File: src/rtl/time_pkg.sv
`default_nettype none
// ============================================================================
// Module      : time_pkg
// Description : Shared types for the receiver-domain timing blocks.
// Revision    : 1.0 - initial release
// ============================================================================
package time_pkg;

  // Interval meter control states
  typedef enum logic [1:0] {
    ST_IDLE       = 2'd0,
    ST_WAIT_FIRST = 2'd1,
    ST_MEASURE    = 2'd2,
    ST_DONE       = 2'd3
  } interval_state_t;

  // True while a measurement is in progress (armed or counting)
  function automatic logic is_active(interval_state_t st);
    return (st == ST_WAIT_FIRST) || (st == ST_MEASURE);
  endfunction

endpackage
`default_nettype wire

File: src/rtl/edge_detect.sv
`default_nettype none
// ============================================================================
// Module      : edge_detect
// Description : Rising-edge detector for the interval meter event input.
//               Macro INTERVAL_METER_SYNC_EN inserts a 2-flop synchronizer
//               ahead of the sample register for asynchronous pins.
// Revision    : 1.0 - initial release
// ============================================================================
module edge_detect (
  input  logic clk,
  input  logic rst,
  input  logic event_i,
  output logic rise_o
);

  logic event_in;
  logic event_s_q;
  logic event_p_q;

`ifdef INTERVAL_METER_SYNC_EN
  logic sync1_q;
  logic sync2_q;

  // Two-flop synchronizer for an event pin not related to clk
  always_ff @(posedge clk) begin
    if (rst) begin
      sync1_q <= 1'b0;
      sync2_q <= 1'b0;
    end else begin
      sync1_q <= event_i;
      sync2_q <= sync1_q;
    end
  end

  assign event_in = sync2_q;
`else
  assign event_in = event_i;
`endif

  // Sample and one-cycle history; runs in every state of the meter
  always_ff @(posedge clk) begin
    if (rst) begin
      event_s_q <= 1'b0;
      event_p_q <= 1'b0;
    end else begin
      event_s_q <= event_in;
      event_p_q <= event_s_q;
    end
  end

  assign rise_o = event_s_q & ~event_p_q;

endmodule
`default_nettype wire

File: src/rtl/interval_meter.sv
`default_nettype none
// ============================================================================
// Module      : interval_meter
// Description : Counts en_i ticks between two consecutive rising edges of
//               event_i after arming, and presents the saturating count on a
//               valid/ready handshake. INTERVAL_METER_SYNC_EN (see
//               edge_detect) adds a 2-flop synchronizer on event_i.
// Revision    : 1.0 - initial release
// ============================================================================
module interval_meter
  import time_pkg::*;
#(
  parameter int DW = 16
) (
  input  logic          clk,
  input  logic          rst,
  input  logic          start_i,
  input  logic          event_i,
  input  logic          en_i,
  input  logic          clr_i,
  output logic [DW-1:0] result_o,
  output logic          overflow_o,
  output logic          valid_o,
  input  logic          ready_i,
  output logic          active_o
);

  localparam logic [DW-1:0] ALL_ONES = {DW{1'b1}};

  interval_state_t state_q;
  logic [DW-1:0]   count_q;
  logic [DW-1:0]   count_d;
  logic [DW-1:0]   result_q;
  logic            overflow_q;
  logic            valid_q;
  logic            active_q;
  logic            rise;

  edge_detect u_edge (
    .clk     (clk),
    .rst     (rst),
    .event_i (event_i),
    .rise_o  (rise)
  );

  assign count_d = count_q + DW'(1);

  // Control FSM with counter and registered result/status outputs
  always_ff @(posedge clk) begin
    if (rst) begin
      state_q    <= ST_IDLE;
      count_q    <= '0;
      result_q   <= '0;
      overflow_q <= 1'b0;
      valid_q    <= 1'b0;
      active_q   <= 1'b0;
    end else if (clr_i) begin
      // Abort wins over everything; the last result stays visible
      state_q  <= ST_IDLE;
      count_q  <= '0;
      valid_q  <= 1'b0;
      active_q <= 1'b0;
    end else begin
      case (state_q)
        ST_IDLE: begin
          count_q <= '0;
          if (start_i) begin
            state_q  <= ST_WAIT_FIRST;
            active_q <= 1'b1;
          end
        end
        ST_WAIT_FIRST: begin
          count_q <= '0;
          if (rise) begin
            state_q <= ST_MEASURE;
          end
        end
        ST_MEASURE: begin
          if (en_i && (count_q == ALL_ONES)) begin
            // Saturation takes precedence over a coincident closing edge
            state_q    <= ST_DONE;
            result_q   <= ALL_ONES;
            overflow_q <= 1'b1;
            valid_q    <= 1'b1;
            active_q   <= 1'b0;
          end else if (rise) begin
            // Closing edge: the tick in this same cycle is not counted
            state_q    <= ST_DONE;
            result_q   <= count_q;
            overflow_q <= 1'b0;
            valid_q    <= 1'b1;
            active_q   <= 1'b0;
          end else if (en_i) begin
            count_q <= count_d;
          end
        end
        ST_DONE: begin
          if (ready_i) begin
            state_q <= ST_IDLE;
            valid_q <= 1'b0;
          end
        end
        default: begin
          state_q  <= ST_IDLE;
          valid_q  <= 1'b0;
          active_q <= 1'b0;
        end
      endcase
    end
  end

  assign result_o   = result_q;
  assign overflow_o = overflow_q;
  assign valid_o    = valid_q;
  assign active_o   = active_q;

endmodule
`default_nettype wire

File: config.mk
export PLATFORM = sky130hd
export DESIGN_NAME = interval_meter
export DESIGN_NICKNAME = d
export VERILOG_FILES = /design/src/rtl/time_pkg.sv /design/src/rtl/edge_detect.sv /design/src/rtl/interval_meter.sv
export SDC_FILE = /design/constraint.sdc
export NUM_CORES = 1
export LEC_CHECK = 0
export ABC_AREA = 1
export BUFFER_PORTS_ARGS = -buffer_cell sky130_fd_sc_hd__buf_4
export CORE_AREA = 2 2 82 104
export DETAILED_ROUTE_END_ITERATION = 6
export DIE_AREA = 0 0 84 106
export PLACE_DENSITY = 0.47
export SLEW_MARGIN = 20
export SYNTH_ARGS = -nofsm -noshare
export SYNTH_HDL_FRONTEND = slang
export SYNTH_SLANG_ARGS = --single-unit
File: constraint.sdc
create_clock -name clk -period 2.38 [get_ports clk]
set_input_delay 0.238 -clock clk [delete_from_list [all_inputs] [get_ports clk]]
set_output_delay 0.238 -clock clk [all_outputs]
set_load 0.02 [all_outputs]
==> key figures <==
Job
  – Max Cap Viol: 0

Layout
  – Layout net count: 372
  – Area Growth Syn to Fin: 15.89%
  – Number of fill cells in the layout: approximately 900
  – Share of cells above drive strength 1: a little under a fifth
  – Area of the multi-input gates: 1246 um^2
  – Design area: between 2000 and 3000 um^2
  – Fin cells: ~460
  – Register area: 780.7 um^2
  – Ant. Diodes: 0

CTS
  – Cts-stage hold buffer count: 0
  – Clock Tree Buf Depth: 2
  – Number of buffers created by CTS: 5
  – Post-CTS Setup Bufs: 0
  – Clock root buffer: clkbuf_8
  – Cts repair resizes: 0
  – TritonCTS clock tree: yes
  – Worst-path clk slew: ~0.080 ns
  – H-tree depth: 2
  – Worst-skew pair later-pin latency: between 0.2 and 0.3 ns
  – CTS Sinks: 39

Routing
  – Drt pass-1 iters: 4
  – Initial DRC Count: 118
  – Vias per Instance: between 4 and 5
  – Via Count: 2152
  – # DRC: 0
  – Routed Antenna Nets: 0
  – Total wire length: about 6000 um
  – Wire per inst: 13.19 um

Synthesis
  – Top post-synthesis cells by count: nand2_1, nor2_1, inv_1, dfxtp_1, nand4_1
  – Post-Syn Area: 2315 um^2
  – Post-synthesis sequential area ratio: 33.73%
  – Count of different cell masters after synthesis: 27
  – Post-synth EDFFs: 0
  – Synth Flop Type: dfxtp_1
  – Top cell type's share of synthesized area: between 30 and 40%
  – Syn Area/Cell: 6.910 um^2
  – Mapped Nets: 347
  – Synth warn: 0
  – Synth top area cells: dfxtp_1, nand2_1, nor2_1
  – Asr flop ratio synth: 0%
  – Seq cells post-synth: 39
  – Syn Inst Count: between 300 and 400
  – Top-count cell post-synth: nand2_1
  – Yosys top cell by area: dfxtp_1

Die
  – Die width: 84 um
  – Full die area: 8904 um^2
  – Core ar.: 8009 um^2
  – Starting density of the core: 28.90%
  – FP Rows: 37
  – # IOs: 26
  – Die height: between 100 and 150 um

Timing
  – Slew Limit Fails: 0
  – Unrepaired setup endpoints after global routing: false
  – Fin crit period: 1.874 ns
  – Final setup fails: 0
  – Max Fclk: 533.7 MHz
  – Hold Vio Cnt, Final: 0
  – Setup Skew: 0.004525 ns
  – Max-slew headroom: 65.94%
  – Worst-Margin Slew: 0.5090 ns
  – Period utilization: between 70% and 80%
  – Setup TNS: 0 ns

Global route
  – Gr ovfl total: 0
  – GRT Overall Usage: 14.07%
  – Initial antenna violation count: 0
  – Largest net degree at the start of global routing: 21
  – Vias in the first global route: 2100
  – First-pass GRT wire length: 10130 um

Critical path
  – Critical Path End Type: flop
  – Crit start category: flop
  – Crit-path max FO: 17
  – CP Class: reg -> reg
  – CP required: 2.57 ns
  – Worst Path Arrival: 2.06 ns

Place
  – GPL Wtd Cong: 0.8458
  – Post-DP Area: 2550 um^2
  – Placed insts: 450
  – HPWL after detailed placement: 4571 um
  – PortBufs: 25

Hold path
  – Hold Path Class: in -> reg

Outcome
  – Status: finished clean

Power and ir drop
  – Lkg Pwr: 0.001087 uW
  – VDD IR max: 0.3079 mV
  – Overall power: ~1500 uW
  – PD cells: 541.0 nW/um^2
## critical path: stages (launching register included)
cell     delay [ns]
dfxtp_1        0.44
ha_1           0.26
nand2_2        0.10
nor2_1         0.11
nand3_1        0.11
inv_1          0.09
nand2_2        0.08
nand2_4        0.17
nand3_4        0.22
nand2_1        0.13
a21oi_1        0.07
## placed cells by master (no fill, tap or decap)
master and instances:
nand2_1 73, nor2_1 50, inv_1 43, dfxtp_1 39, buf_4 31, nand4_1 28
nand3_1 22, a21oi_1 22, nand2_2 11, a21oi_2 9, o21ai_0 5, ha_1 5
clkbuf_8 5, nor2_4 3, nand3_4 3, nand2_4 2, bufinv_16 2, inv_2 1
a21oi_4 1, clkinv_1 1, nor3_1 1, xnor2_1 1, xor2_1 1, and3_1 1
clkbuf_1 1
## routing by layer
| metal | vias up | global-route usage (%) | routed length, um | share of wire (%) |
|---|---|---|---|---|
| met1 | 976 | 16.72 | 2700 | 45 |
| met5 | - | 0 | 0 | 0 |
| met4 | 0 | 5.069 | 112 | 1.9 |
| met2 | 41 | 25.03 | 2984 | 49 |
| li1 | 1127 | - | - | - |
| met3 | 8 | 2.717 | 243 | 4.0 |
## flip-flops by register name (all words and copies together) (netlist names)
register,count
result_o,16
valid_o,1
overflow_o,1
active_o,1
count_q,16
u_edge.event_s_q,1
state_q,2
u_edge.event_p_q,1
## cell families after synthesis
| logic type | after synthesis | share of synthesized area (%) |
|---|---|---|
| flip-flops | 39 | 33.73 |
| AND/OR/NAND/NOR | 194 | 40.43 |
| buffers and inverters | 58 | 12.43 |
| XOR/XNOR | 2 | 0.7569 |
| AO/OA/AOI/OAI | 37 | 9.946 |
| adder cells (fa/ha/maj) | 5 | 2.703 |
## where the power goes
group | total (uW) | internal [uW] | switching, uW
clock | 661 | 419 | 242
combinational | 124 | 38.8 | 84.7
sequential | 666 | 659 | 7.18
total | 1450 | 1120 | 334
## stage by stage
stage / utilization [%] / worst slack [ns] / hold slack, ns
2_1_floorplan: - / 0.7330 / 0.3450
3_3_place_gp: 31.84 / 0.5764 / 0.4159
3_5_place_dp: 31.84 / 0.5114 / 0.4259
4_1_cts: 33.49 / 0.4953 / 0.1548
5_1_grt: 33.49 / 0.3439 / 0.1834
6_report: 33.49 / 0.5064 / 0.1595
## path summary, 6_finish.rpt
| check | to | slack, ns | from | cells after the start |
|---|---|---|---|---|
| hold reg to reg | u_edge.event_p_q | 0.43 | u_edge.event_s_q | 2 |
| setup / recovery | result_o[2] | 0.51 | count_q[0] | 10 |
| hold / removal | u_edge.event_s_q | 0.16 | event_i | 3 |
| setup reg to reg | result_o[2] | 0.51 | count_q[0] | 10 |
## final cells by class
class                   instances  area share, %
clock buffers                   6          2.705
clock inverters                 2          2.239
inverters                      45          6.297
multi-input cells             238          46.46
flip-flops and latches         39          29.10
well taps                      97          4.524
repair buffers                 31          8.675
(Power assumes the default switching activity.)
